File: config.mk
export PLATFORM = sky130hd
export DESIGN_NAME = pong_game_ctrl
export DESIGN_NICKNAME = d
export VERILOG_FILES = /design/src/rtl/pong_pkg.sv /design/src/rtl/pong_paddle.sv /design/src/rtl/pong_game_ctrl.sv
export SDC_FILE = /design/constraint.sdc
export NUM_CORES = 1
export LEC_CHECK = 0
export ABC_AREA = 1
export CAP_MARGIN = 10
export CORE_UTILIZATION = 60
export DETAILED_ROUTE_END_ITERATION = 8
export GPL_TIMING_DRIVEN = 0
export PLACE_DENSITY = 0.89
export SYNTH_ARGS = -nofsm -noshare
export SYNTH_HDL_FRONTEND = slang
export SYNTH_SLANG_ARGS = --single-unit
File: constraint.sdc
create_clock -name clk -period 4.6 [get_ports clk]
set_input_delay 0.69 -clock clk [delete_from_list [all_inputs] [get_ports clk]]
set_output_delay 0.69 -clock clk [all_outputs]
set_load 0.005 [all_outputs]
File: src/rtl/pong_pkg.sv
// Shared Pong types and default geometry, used by the game controller and the pixel renderer.
package pong_pkg;

    typedef enum logic [1:0] {
        IDLE  = 2'd0,
        SERVE = 2'd1,
        PLAY  = 2'd2,
        OVER  = 2'd3
    } game_state_t;

    typedef enum logic {
        DIR_POS = 1'b0,
        DIR_NEG = 1'b1
    } dir_t;

    localparam int DEF_WIDTH        = 640;
    localparam int DEF_HEIGHT       = 480;
    localparam int DEF_PADDLE_W     = 8;
    localparam int DEF_PADDLE_H     = 64;
    localparam int DEF_PADDLE_X_L   = 16;
    localparam int DEF_PADDLE_X_R   = 616;
    localparam int DEF_BALL_SIZE    = 8;
    localparam int DEF_PADDLE_SPEED = 4;
    localparam int DEF_BALL_SPEED   = 2;
    localparam int DEF_WIN_SCORE    = 9;
    localparam int DEF_SERVE_FRAMES = 60;

    // Clamp a signed intermediate coordinate into [0, hi] before narrowing to 10 bits.
    function automatic logic [9:0] clamp_coord(input logic signed [10:0] v,
                                               input logic signed [10:0] hi);
        if (v < 11'sd0) begin
            return 10'd0;
        end else if (v > hi) begin
            return hi[9:0];
        end else begin
            return v[9:0];
        end
    endfunction

endpackage

File: src/rtl/pong_paddle.sv
// Clamped up/down paddle position register; moves one step per enabled cycle.
module pong_paddle
    import pong_pkg::*;
#(
    parameter int HEIGHT   = DEF_HEIGHT,
    parameter int PADDLE_H = DEF_PADDLE_H,
    parameter int SPEED    = DEF_PADDLE_SPEED
) (
    input  logic       clk,
    input  logic       reset,
    input  logic       en,
    input  logic       recenter,
    input  logic       up,
    input  logic       dn,
    output logic [9:0] y
);

    localparam logic signed [10:0] Y_MAX  = 11'(HEIGHT - PADDLE_H);
    localparam logic signed [10:0] STEP   = 11'(SPEED);
    localparam logic [9:0]         Y_HOME = 10'((HEIGHT - PADDLE_H) / 2);

    logic signed [10:0] y_cur;
    logic signed [10:0] y_step;
    logic [9:0]         y_next;

    always_comb begin
        y_cur  = $signed({1'b0, y});
        y_step = y_cur;
        if (up && !dn) begin
            y_step = y_cur - STEP;
        end else if (dn && !up) begin
            y_step = y_cur + STEP;
        end
        y_next = clamp_coord(y_step, Y_MAX);
    end

    always_ff @(posedge clk or posedge reset) begin
        if (reset) begin
            y <= Y_HOME;
        end else if (recenter) begin
            y <= Y_HOME;
        end else if (en) begin
            y <= y_next;
        end
    end

endmodule

File: src/rtl/pong_game_ctrl.sv
// Pong game sequencer: paddles, ball physics, scoring and serve/over phases, advanced once per frame_tick.
// state | meaning
// IDLE  | power-up attract, waiting for start
// SERVE | ball parked at centre for SERVE_FRAMES ticks
// PLAY  | ball moving, collisions and scoring evaluated
// OVER  | someone reached WIN_SCORE, waiting for start
module pong_game_ctrl
    import pong_pkg::*;
#(
    parameter int WIDTH        = DEF_WIDTH,
    parameter int HEIGHT       = DEF_HEIGHT,
    parameter int PADDLE_W     = DEF_PADDLE_W,
    parameter int PADDLE_H     = DEF_PADDLE_H,
    parameter int PADDLE_X_L   = DEF_PADDLE_X_L,
    parameter int PADDLE_X_R   = DEF_PADDLE_X_R,
    parameter int BALL_SIZE    = DEF_BALL_SIZE,
    parameter int PADDLE_SPEED = DEF_PADDLE_SPEED,
    parameter int BALL_SPEED   = DEF_BALL_SPEED,
    parameter int WIN_SCORE    = DEF_WIN_SCORE,
    parameter int SERVE_FRAMES = DEF_SERVE_FRAMES
) (
    input  logic       clk,
    input  logic       reset,
    input  logic       frame_tick,
    input  logic       start,
    input  logic       btn_l_up,
    input  logic       btn_l_dn,
    input  logic       btn_r_up,
    input  logic       btn_r_dn,
    output logic [9:0] paddle_l_y,
    output logic [9:0] paddle_r_y,
    output logic [9:0] ball_x,
    output logic [9:0] ball_y,
    output logic [3:0] score_l,
    output logic [3:0] score_r,
    output logic [1:0] game_state,
    output logic       winner
);

    localparam int CNT_W = $clog2(SERVE_FRAMES + 1);

    localparam logic [9:0]         CENTRE_X   = 10'((WIDTH - BALL_SIZE) / 2);
    localparam logic [9:0]         CENTRE_Y   = 10'((HEIGHT - BALL_SIZE) / 2);
    localparam logic signed [10:0] BS         = 11'(BALL_SPEED);
    localparam logic signed [10:0] BALL_MAX_X = 11'(WIDTH - BALL_SIZE);
    localparam logic signed [10:0] BALL_MAX_Y = 11'(HEIGHT - BALL_SIZE);
    localparam logic signed [10:0] L_FACE     = 11'(PADDLE_X_L + PADDLE_W);
    localparam logic signed [10:0] R_STOP     = 11'(PADDLE_X_R - BALL_SIZE);
    localparam logic [10:0]        BALL_SZ    = 11'(BALL_SIZE);
    localparam logic [10:0]        PAD_H      = 11'(PADDLE_H);
    localparam logic [3:0]         WIN        = 4'(WIN_SCORE);
    localparam logic [CNT_W-1:0]   SERVE_LAST = CNT_W'(SERVE_FRAMES - 1);

    game_state_t        state, state_n;
    dir_t               dx, dx_n, dy, dy_n;
    logic [9:0]         ball_x_n, ball_y_n;
    logic [3:0]         score_l_n, score_r_n;
    logic               winner_n;
    logic [CNT_W-1:0]   serve_cnt, serve_cnt_n;

    logic signed [10:0] step_x, step_y;
    logic               overlap_l, overlap_r, hit_l, hit_r;
    logic               paddle_en, paddle_recenter;

    assign paddle_en       = frame_tick && (state == SERVE || state == PLAY);
    assign paddle_recenter = frame_tick && start && (state == OVER);

    pong_paddle #(
        .HEIGHT   (HEIGHT),
        .PADDLE_H (PADDLE_H),
        .SPEED    (PADDLE_SPEED)
    ) u_paddle_l (
        .clk      (clk),
        .reset    (reset),
        .en       (paddle_en),
        .recenter (paddle_recenter),
        .up       (btn_l_up),
        .dn       (btn_l_dn),
        .y        (paddle_l_y)
    );

    pong_paddle #(
        .HEIGHT   (HEIGHT),
        .PADDLE_H (PADDLE_H),
        .SPEED    (PADDLE_SPEED)
    ) u_paddle_r (
        .clk      (clk),
        .reset    (reset),
        .en       (paddle_en),
        .recenter (paddle_recenter),
        .up       (btn_r_up),
        .dn       (btn_r_dn),
        .y        (paddle_r_y)
    );

    // Collision tests use the registered ball and paddle positions, not this tick's paddle move.
    always_comb begin
        step_x    = (dx == DIR_NEG) ? $signed({1'b0, ball_x}) - BS : $signed({1'b0, ball_x}) + BS;
        step_y    = (dy == DIR_NEG) ? $signed({1'b0, ball_y}) - BS : $signed({1'b0, ball_y}) + BS;
        overlap_l = ({1'b0, ball_y} + BALL_SZ > {1'b0, paddle_l_y}) &&
                    ({1'b0, ball_y} < {1'b0, paddle_l_y} + PAD_H);
        overlap_r = ({1'b0, ball_y} + BALL_SZ > {1'b0, paddle_r_y}) &&
                    ({1'b0, ball_y} < {1'b0, paddle_r_y} + PAD_H);
        hit_l     = (dx == DIR_NEG) && (step_x <= L_FACE) && overlap_l;
        hit_r     = (dx == DIR_POS) && (step_x >= R_STOP) && overlap_r;
    end

    always_comb begin
        state_n     = state;
        ball_x_n    = ball_x;
        ball_y_n    = ball_y;
        dx_n        = dx;
        dy_n        = dy;
        score_l_n   = score_l;
        score_r_n   = score_r;
        winner_n    = winner;
        serve_cnt_n = serve_cnt;

        case (state)
            IDLE: begin
                if (start) begin
                    state_n     = SERVE;
                    score_l_n   = 4'd0;
                    score_r_n   = 4'd0;
                    serve_cnt_n = '0;
                end
            end
            SERVE: begin
                ball_x_n = CENTRE_X;
                ball_y_n = CENTRE_Y;
                if (serve_cnt == SERVE_LAST) begin
                    state_n     = PLAY;
                    serve_cnt_n = '0;
                end else begin
                    serve_cnt_n = serve_cnt + 1'b1;
                end
            end
            PLAY: begin
                if (step_y <= 11'sd0) begin
                    ball_y_n = 10'd0;
                    dy_n     = DIR_POS;
                end else if (step_y >= BALL_MAX_Y) begin
                    ball_y_n = BALL_MAX_Y[9:0];
                    dy_n     = DIR_NEG;
                end else begin
                    ball_y_n = step_y[9:0];
                end

                if (hit_l) begin
                    ball_x_n = L_FACE[9:0];
                    dx_n     = DIR_POS;
                end else if (hit_r) begin
                    ball_x_n = R_STOP[9:0];
                    dx_n     = DIR_NEG;
                end else if (step_x <= 11'sd0) begin
                    // Left conceded: re-serve toward the left player.
                    score_r_n = score_r + 4'd1;
                    ball_x_n  = CENTRE_X;
                    ball_y_n  = CENTRE_Y;
                    dx_n      = DIR_NEG;
                    if (score_r_n == WIN) begin
                        state_n  = OVER;
                        winner_n = 1'b1;
                    end else begin
                        state_n = SERVE;
                    end
                end else if (step_x >= BALL_MAX_X) begin
                    score_l_n = score_l + 4'd1;
                    ball_x_n  = CENTRE_X;
                    ball_y_n  = CENTRE_Y;
                    dx_n      = DIR_POS;
                    if (score_l_n == WIN) begin
                        state_n  = OVER;
                        winner_n = 1'b0;
                    end else begin
                        state_n = SERVE;
                    end
                end else begin
                    ball_x_n = step_x[9:0];
                end
            end
            OVER: begin
                ball_x_n = CENTRE_X;
                ball_y_n = CENTRE_Y;
                if (start) begin
                    state_n     = SERVE;
                    score_l_n   = 4'd0;
                    score_r_n   = 4'd0;
                    serve_cnt_n = '0;
                end
            end
            default: begin
                state_n = IDLE;
            end
        endcase
    end

    always_ff @(posedge clk or posedge reset) begin
        if (reset) begin
            state     <= IDLE;
            ball_x    <= CENTRE_X;
            ball_y    <= CENTRE_Y;
            dx        <= DIR_POS;
            dy        <= DIR_POS;
            score_l   <= 4'd0;
            score_r   <= 4'd0;
            winner    <= 1'b0;
            serve_cnt <= '0;
        end else if (frame_tick) begin
            state     <= state_n;
            ball_x    <= ball_x_n;
            ball_y    <= ball_y_n;
            dx        <= dx_n;
            dy        <= dy_n;
            score_l   <= score_l_n;
            score_r   <= score_r_n;
            winner    <= winner_n;
            serve_cnt <= serve_cnt_n;
        end
    end

    assign game_state = state;

endmodule

==> summary.md <==
| Metric | Value |
|---|---|
| Clk root buf | `clkbuf_8` |
| Final Cell Area | `about 6400 um^2` |
| Maximum vdd drop | `455 uV` |
| Minimum clock period | `3.28 ns` |
| Routability congestion estimate | `0.948` |
| Worst slew pin tran | `roughly 0.60 ns` |
| Critical path class | `register to register` |
| Pre-CTS setup slack | `roughly 1.4 ns` |
| Cell repeated most along the worst path | `nand2_1` |
| Worst Path Required | `between 4 and 5 ns` |
| Total wire length | `14000 um` |
| Max Fclk | `305 MHz` |
| WHS | `0.511 ns` |
| Die W | `98.5 um` |
| Per-cell routed wire length | `roughly 14 um` |
| Most frequent cells in the layout | `197 x nand2_1, 124 x inv_1, 74 x nor2_1, 64 x ha_1, 61 x nand3_1` |
| Slowest CP cell | `dfstp_2` |
| Clk pwr share | `7.0%` |
| Cell variety after synth | `39` |
| Max-Cap Viols | `0` |
| Port Buf Inserts | `53` |
| Yosys top cell area share | `between 15 and 20%` |
| Multi-input gate area | `3700 um^2` |
| Post CTS Setup Buffer Count | `0` |
| Pwr Total | `between 4 and 5 mW` |
| Pin count of the biggest net entering global routing | `29` |
| Total number of vias | `5626` |
| Final hold violation count | `0` |
| Final nets | `between 900 and 1000` |
| Unrepaired setup endpoints after global routing | `false` |
| R2R Setup Slk | `1.32 ns` |
| Cell count of the worst reg-to-reg path | `21` |
| Clk buf depth | `2` |
| Cells after Synth | `817` |
| DRC | `2` |
| Largest stage delay on the critical path | `0.64 ns` |
| Synth warnings | `0` |
| Clk slew on worst S/H paths | `0.10 ns` |
| Via density | `approximately 5.7` |
| Synth area leaders | `dfrtp_1 17%, ha_1 14%, nand2_1 13%, inv_1 8.4%, dfstp_2 7.5%` |
| Seq pwr share | `22.5%` |
| Total clock sinks | `54` |
| Top-level I/O count | `a little under 60` |
| Starting DRC count in detailed routing | `around 330` |
| P per Cell Area | `661 nW/um^2` |
| Min-delay worst type | `register to register` |
| CP top delay family | `simple AND/OR/NAND/NOR gates` |
| Site Rows | `34` |
| Sequential standard cell area | `1370 um^2` |
| CP Max Fanout | `6` |
| Int Pwr | `roughly 2.0 mW` |
| Final WS setup | `1.32 ns` |
| Pins Over Slew Limit | `0` |
| Critical path arrival | `3.49 ns` |
| Mapped Avg Cell Area | `roughly 6.8 um^2` |
| Cell area after placement | `6280 um^2` |
| Core area | `about 8800 um^2` |
| Crit end category | `register` |
| # resized after CTS | `0` |
| CTS tree | `done` |
| Detailed Routing Iterations Pass 1 | `9` |
| Number of flops mapped to enable cells by yosys | `0` |
| Worst-Skew Late Latency | `0.32 ns` |
| Post-DRT Antenna Nets | `0` |
| Period utilization | `71.3%` |
| Antenna Cells | `0` |
| Die footprint | `9700 um^2` |
| Hold EP | `winner$_DFFE_PP0P_` |
| H-tree Lvls | `2` |
| Critical R2R Launch | `ball_y[3]$_DFFE_PP1P_` |
| Worst Setup Start Kind | `register` |
| Hold Path Depth | `2` |
| Crit path cell chain | `inv_1 -> nor2_2 -> nand3_1 -> xor2_1 -> inv_1 -> ha_1 -> nand2_1 -> inv_1 -> nand3_1 -> nor2_1 -> nor2_1 -> nand2_1 -> nand3_1 -> nor2_1 -> nand2_4 -> nand2_4 -> inv_1 -> nand2_2 -> nand2_1 -> nand2_1 -> nand2_1` |
| Switching power | `2.20 mW` |
| TNS Setup | `0 ns` |
| Cell Area, Synth | `5580 um^2` |
| Fillcell total | `between 700 and 800` |
| Initial Util | `63.1%` |
| Layout area overhead | `14.3%` |
| Lkg Pwr | `3.30 nW` |
| Sequential share of the synthesized area | `24.6%` |
| First-pass GRT wire length | `between 20000 and 25000 um` |
| Slew HR | `59.7%` |
| Layout cell share with drive strength beyond 1 | `~8%` |
| Net Sw Frac | `52.2%` |
| CP Depth | `21` |
| Async SR Flop Fraction | `100%` |
| Final worst clock skew | `0.00637 ns` |
| Buf/Inv on CP | `4` |
| Top_reg_cell synth | `dfrtp_1` |
| Total Routing Usage GR | `approximately 30%` |
| Number of global-route vias before repair | `5383` |
| Commonest non-fill, non-tap cell in the layout | `nand2_1` |
| Num CTS Buffers | `5` |
| Failing checks | `design-rule violations` |
| Status | `finished with violations` |
| Reg-to-reg endpoint | `dx$_DFFE_PP0P_` |
| Hpwl dp | `11200 um` |
| FF+latch count, synth | `54` |
| Die H | `slightly below 100 um` |
| Total gr overflow | `0` |
| Final setup fails | `0` |
| Combinational share of power | `between 70 and 80%` |
| Cts hold-fix bufs | `0` |
| Cell taking the most area after synthesis | `dfrtp_1` |
| Initial antenna violation count | `0` |
| Worst Min Path Start | `winner$_DFFE_PP0P_` |
stage by stage:
step	std cells	utilization (%)
final	991	72.1
after global routing	991	72.1
after CTS	991	72.1
after detailed placement	983	71.0
after global placement	982	70.8
after floorplan	821	-
power groups by stage:
stage	logic (mW)	clock network, mW	registers (mW)
floorplan	2.10	0	0.885
global placement	2.78	0	0.942
detailed placement	2.92	0	0.952
CTS	2.94	0.299	0.944
global route	3.37	0.316	0.976
finish	2.97	0.297	0.949
worst min-delay path: cells and delay by family (launching register included):
kind / cells / cell delay [ns]
compound gates: 1 / 0.06
flops: 1 / 0.37
simple gates: 1 / 0.05
per-layer routing:
metal,vias to the layer above,wire length [um],track usage [%]
met2,196,7020,53.4
met1,2596,5770,36.3
met5,-,0,0
li1,2787,-,-
met4,0,421,11.4
met3,47,825,4.11
flip-flops by register name, summed over array words and instances (netlist names):
register      count
winner            1
serve_cnt         6
ball_x            9
game_state        2
u_paddle_r.y      8
score_r           4
dx                1
u_paddle_l.y      8
dy                1
ball_y           10
score_l           4
logic make-up after synthesis:
family                   Yosys count  share of synthesized area, %
adder cells (fa/ha/maj)           66                          15.1
XOR/XNOR                          32                          5.02
AND/OR/NAND/NOR                  410                          33.9
buffers and inverters            134                          9.37
other                              1                        0.0672
flip-flops                        54                          24.6
AO/OA/AOI/OAI                    120                          12.0
layout make-up:
| type | instances | area share (%) |
|---|---|---|
| clock inverter | 2 | 0.255 |
| inverter | 125 | 7.35 |
| clock buffer | 6 | 1.29 |
| sequential | 54 | 21.5 |
| tap | 108 | 2.12 |
| buffer | 9 | 0.843 |
| timing repair buffer | 54 | 8.62 |
| multi-input combinational | 633 | 58.0 |
worst max-delay path by stage:
| stage | from | slack (ns) | endpoint |
|---|---|---|---|
| 6_report | ball_y[3]$_DFFE_PP1P_ | 1.32 | dx$_DFFE_PP0P_ |
| 5_1_grt | ball_y[3]$_DFFE_PP1P_ | 1.09 | dx$_DFFE_PP0P_ |
| 4_1_cts | ball_y[3]$_DFFE_PP1P_ | 1.40 | dx$_DFFE_PP0P_ |
| 3_5_place_dp | ball_y[3]$_DFFE_PP1P_ | 1.45 | ball_y[6]$_DFFE_PP1P_ |
| 3_3_place_gp | reset | 1.57 | u_paddle_l.y[5]$_DFFE_PP0P_ |
| 2_1_floorplan | ball_y[3]$_DFFE_PP1P_ | 1.98 | score_r[0]$_DFFE_PP0P_ |
cell usage after synthesis (2+ instances only):
library cell    n
a21o_1          2
a21oi_1        35
a22oi_1         3
a31oi_1         2
buf_4           5
clkbuf_1        3
dfrtp_1        38
dfstp_2        16
fa_1            2
ha_1           64
inv_1         125
nand2_1       197
nand2_2        11
nand2_4         7
nand3_1        61
nand3_2         7
nand3b_1        8
nand4_1        19
nor2_1         74
nor2_2          3
nor3_1          9
nor3b_1         5
nor4_1          2
o211ai_1        2
o21a_1          2
o21ai_0        50
o21ai_1         5
o21ai_2         4
o21bai_1        7
o22ai_1         7
or2_2           4
xnor2_1         6
xor2_1         26
No activity file was read; power rests on OpenSTA's default activity.
